[src/rtl/uart_tx_arb.sv]
// uart_tx_arb: round-robin arbiter sharing one UART transmit path among NUM_REQ requesters.
// Optional watchdog enabled by defining UART_TX_ARB_TIMEOUT_EN.
module uart_tx_arb #(
    parameter int NUM_REQ     = 3,
    parameter int TIMEOUT_CYC = 65536
) (
    input  logic                 clk,
    input  logic                 rst,
    input  logic [NUM_REQ-1:0]   req,
    input  logic [NUM_REQ*8-1:0] req_data,
    input  logic                 tx_done,
    output logic                 trmt,
    output logic [7:0]           resp,
    output logic [NUM_REQ-1:0]   ack,
    output logic                 busy,
    output logic [2:0]           gnt_id,
    output logic                 err
);
    typedef enum logic [1:0] {IDLE, BUSY, ACK} state_t;
    state_t state, state_n;
    logic [2:0] last, pick;
    logic found, tx_done_q, done_edge, to_hit;
    logic [NUM_REQ-1:0] sh;
    int idx;
    if (NUM_REQ < 2 || NUM_REQ > 8 || TIMEOUT_CYC < 2) begin : g_cfg_err
        $error("uart_tx_arb: unsupported parameter values");
    end
    // search starts one past the previous winner and wraps
    always_comb begin
        found = 1'b0;
        pick  = '0;
        idx   = 0;
        sh    = '0;
        for (int k = 1; k <= NUM_REQ; k++) begin
            idx = (int'(last) + k) % NUM_REQ;
            sh  = req >> idx;
            if (!found && sh[0]) begin
                found = 1'b1;
                pick  = 3'(idx);
            end
        end
    end
    assign done_edge = tx_done & ~tx_done_q;
`ifdef UART_TX_ARB_TIMEOUT_EN
    logic [31:0] wd;
    logic err_q;
    assign to_hit = state == BUSY && wd == 32'(TIMEOUT_CYC - 1);
    always_ff @(posedge clk) begin
        if (rst) begin
            wd    <= '0;
            err_q <= 1'b0;
        end else begin
            wd    <= state == BUSY ? wd + 32'd1 : '0;
            err_q <= to_hit && !done_edge;
        end
    end
    assign err = err_q;
`else
    assign to_hit = 1'b0;
    assign err    = 1'b0;
`endif
    always_ff @(posedge clk) begin
        if (rst) state <= IDLE;
        else     state <= state_n;
    end
    always_comb begin
        state_n = state;
        state_n = state == IDLE ? (found ? BUSY : IDLE) :
                  state == BUSY ? ((done_edge || to_hit) ? ACK : BUSY) : IDLE;
    end
    assign busy = state != IDLE;
    assign ack  = state == ACK ? NUM_REQ'(1) << gnt_id : '0;
    always_ff @(posedge clk) begin
        if (rst) begin
            trmt      <= 1'b0;
            resp      <= 8'h00;
            gnt_id    <= '0;
            last      <= 3'(NUM_REQ - 1);
            tx_done_q <= 1'b0;
        end else begin
            tx_done_q <= tx_done;
            trmt      <= state == IDLE && found;
            if (state == IDLE && found) begin
                gnt_id <= pick;
                last   <= pick;
                resp   <= 8'(req_data >> (8 * int'(pick)));
            end
        end
    end
endmodule

[config.mk]
export PLATFORM = sky130hd
export DESIGN_NAME = uart_tx_arb
export DESIGN_NICKNAME = d
export VERILOG_FILES = /design/src/rtl/uart_tx_arb.sv
export SDC_FILE = /design/constraint.sdc
export NUM_CORES = 1
export LEC_CHECK = 0
export ABC_AREA = 1
export ABC_CLOCK_PERIOD_IN_PS = 7500
export BUFFER_PORTS_ARGS = -buffer_cell sky130_fd_sc_hd__buf_2
export CORE_MARGIN = 1
export CORE_UTILIZATION = 55
export DETAILED_ROUTE_END_ITERATION = 8
export PLACE_DENSITY = 0.79
export SETUP_SLACK_MARGIN = 0.05
export SYNTH_ARGS = -nofsm -noshare
export SYNTH_HDL_FRONTEND = slang
export SYNTH_SLANG_ARGS = --single-unit
[constraint.sdc]
create_clock -name clk -period 7.5 [get_ports clk]
set_clock_uncertainty 0.05 [all_clocks]
set_input_delay 1.5 -clock clk [delete_from_list [all_inputs] [get_ports clk]]
set_output_delay 1.5 -clock clk [all_outputs]
set_load 0.005 [all_outputs]
==> reports/qor.csv <==
metric,value,unit
outcome,"finished, final reports clean",
NumNets Final,495,
Worst-Margin Slew,777,ps
global route overflow,0,
Main synth FF type,dfxtp_1,
Post-Place Cells,490,
DIE AREA,4790,um2
Post-DP HPWL,4.49,mm
Non-Filler Instances,494,
synthesized area per cell,6.18,um2
largest net degree at the start of global routing,16,
ANT nets after route,0,
"Hold Violations, Final",0,
R2R depth,26,
TNS Setup,0,ps
RSZ-0062 raised after global routing,false,
CTS Buf Count,3,
Root Driver,clkbuf_8,
CTS tree,built,
Setup WS post-layout,3120,ps
leak pwr,1.56,nW
Synthesis Warnings,0,
post-synth cell types,40,
PortBufs,45,
Yosys reg bits,16,
IO Count,47,
"wirelength, routed",5.49,mm
GP Congestion,0.845,
syn_nets,454,
Worst setup SP type,flop,
Critical R2R Capture,resp[0],
Final Cell Area,2760,um2
Power Density,514,nW/um2
post-cts resize count,0,
row count,24,
"Slew Viols, Final",0,
Area Overhead vs Synth,11.2,%
diodes inserted,0,
Clock Path Buffers,2,
hold_ws,367,ps
Final Setup Violations,0,
Die X,69.2,um
Clock Sinks,16,
Critical Path Most Common Cell,nand2_1,
CP Data Arrival Time,4520,ps
worst hold path type,flop to flop,
"top cells by area, synth","nand2_1, dfxtp_1, ha_1",
crit-path max FO,12,
Reg2Reg Setup Slack,3120,ps
worst setup path startpoint,last[1],
initial antenna violation count,0,
Worst Hold Launch,tx_done_q,
Max Cap Violations,0,
Synth top area share,15.4,%
Filler Cell Count,412,
highest clock rate,228,MHz
"Buf+Inv Stages, Crit Path",2,
via count,2563,
layout cells sized above 1,27.4,%
critical path's slowest cell,dfxtp_1,
All-Layer GR Usage,24.1,%
R2R Path Start,last[1],
peak per-stage delay on the critical path,480,ps
WS Path Type,flop to flop,
Max VDD drop,341,uV
top cell family by delay on the critical path,simple AND/OR/NAND/NOR gates,
Slew HR,47.8,%
drt drc,0,
Worst-path clk slew,70,ps
most frequent cells in the layout,"nand2_1, inv_1, nand3_1, buf_2, ha_1",
sequential share of the synthesized area,12.9,%
First-pass DRT Iterations,4,
Worst Path Required,7640,ps
Die Height,69.2,um
H-tree depth,1,
worst skew pair latency,250,ps
Starting Density,57.0,%
Total Power,1.42,mW
vias in the first global route,2515,
ys async rst share,0,%
hold depth,1,
hold endpoint,state[1],
Initial DRC Count,80,
postcts setup bufs,0,
Mapped Cells,402,
worst slack at placement,3140,ps
cell taking the most area after synthesis,nand2_1,
CORE AREA,4350,um2
Via density,5.19,
Final period util,58.4,%
Post-Synthesis Cell Area,2480,um2
fin crit period,4380,ps
dpl cell area,2710,um2
drt wl/cell,11.1,um
crit end category,flop,
# hold bufs at CTS,0,
final cell utilization of the core,63.4,%
first-pass GRT wire length,10.0,mm
"EDFF count, synth",0,
"most common cell after layout, fill and taps aside",nand2_1,
==> logic make-up after synthesis <==
group / count (synthesis) / share of synthesized area [%]
other: 1 / 0.151
xor gates and xnor gates: 1 / 0.655
buffers and inverters: 81 / 13.7
adders and majority gates: 22 / 11.1
DFF: 16 / 12.9
AOI/OAI and AO/OA: 43 / 10.8
and+or+nand+nor: 238 / 50.8
==> state kept, by name, indices dropped and copies added (netlist names) <==
signal	count
resp	8
gnt_id	3
state	2
last	1
trmt	1
tx_done_q	1
==> worst reg2reg max path: stages (launching register included) <==
cell and delay, ps:
dfxtp_1 480, inv_1 200, ha_1 260, ha_1 190, nor2_1 150, nand2_2 120, nand2_2 100, nand2_2 90
nand2_1 100, nand2_1 70, inv_1 60, ha_1 200, ha_1 220, nand4_2 170, nand2_2 190, nand2_1 70
nand2_1 60, nand3_1 60, nor2_1 100, nand4_1 160, o21ai_1 200, nor2_1 90, nor2_2 390, nand2_1 180
nor2_2 200, nand3_1 100, nand2_1 70
==> cells in the mapped netlist (2+ instances only) <==
cell type  number
a21oi_1        14
buf_2           2
buf_4           6
dfxtp_1        16
ha_1           22
inv_1          61
inv_2          10
nand2_1       102
nand2_2        20
nand2_4         5
nand3_1        51
nand3_2         6
nand3_4         3
nand4_1         6
nand4_2         2
nor2_1         17
nor2_2          6
nor2_4          8
nor3_1          2
nor4_1          2
o211ai_1        2
o21ai_0         7
o21ai_1         9
o21ai_2         3
or2_2           5
==> area by class of cell <==
cell class / instances / area [um2] / share of cell area [%]
well taps: 52 / 65.1 / 2.36
repair buffers: 45 / 225 / 8.16
multi-input cells: 305 / 1820 / 66.0
inverters: 72 / 273 / 9.88
clock buffers: 4 / 55.1 / 1.99
flip-flops and latches: 16 / 320 / 11.6
==> metal layers <==
metal	routed length [um]	part of all wire, %	GRT usage (%)	vias to the layer above
met2	2680	49	44.4	65
met5	0	0	0	-
met4	53	0.97	5.67	0
li1	-	-	-	1364
met1	2550	47	30.3	1128
met3	200	3.6	1.60	6
==> power by group <==
part | internal, mW | total (mW) | switching [mW] | leakage [nW]
Clock | 0.0465 | 0.0768 | 0.0303 | 0.0288
Sequential | 0.112 | 0.132 | 0.0198 | 0.132
Combinational | 0.406 | 1.21 | 0.804 | 1.40
==> worst max-delay path by stage <==
stage / slack (ps) / cells past startpoint / endpoint
after CTS: 3140 / 27 / resp[0]
after detailed placement: 3140 / 27 / resp[0]
final: 3120 / 26 / resp[0]
after floorplan: 3990 / 24 / resp[0]
after global placement: 3200 / 25 / resp[0]
after global routing: 2670 / 27 / resp[4]
No activity file was read; power rests on OpenSTA's default activity.
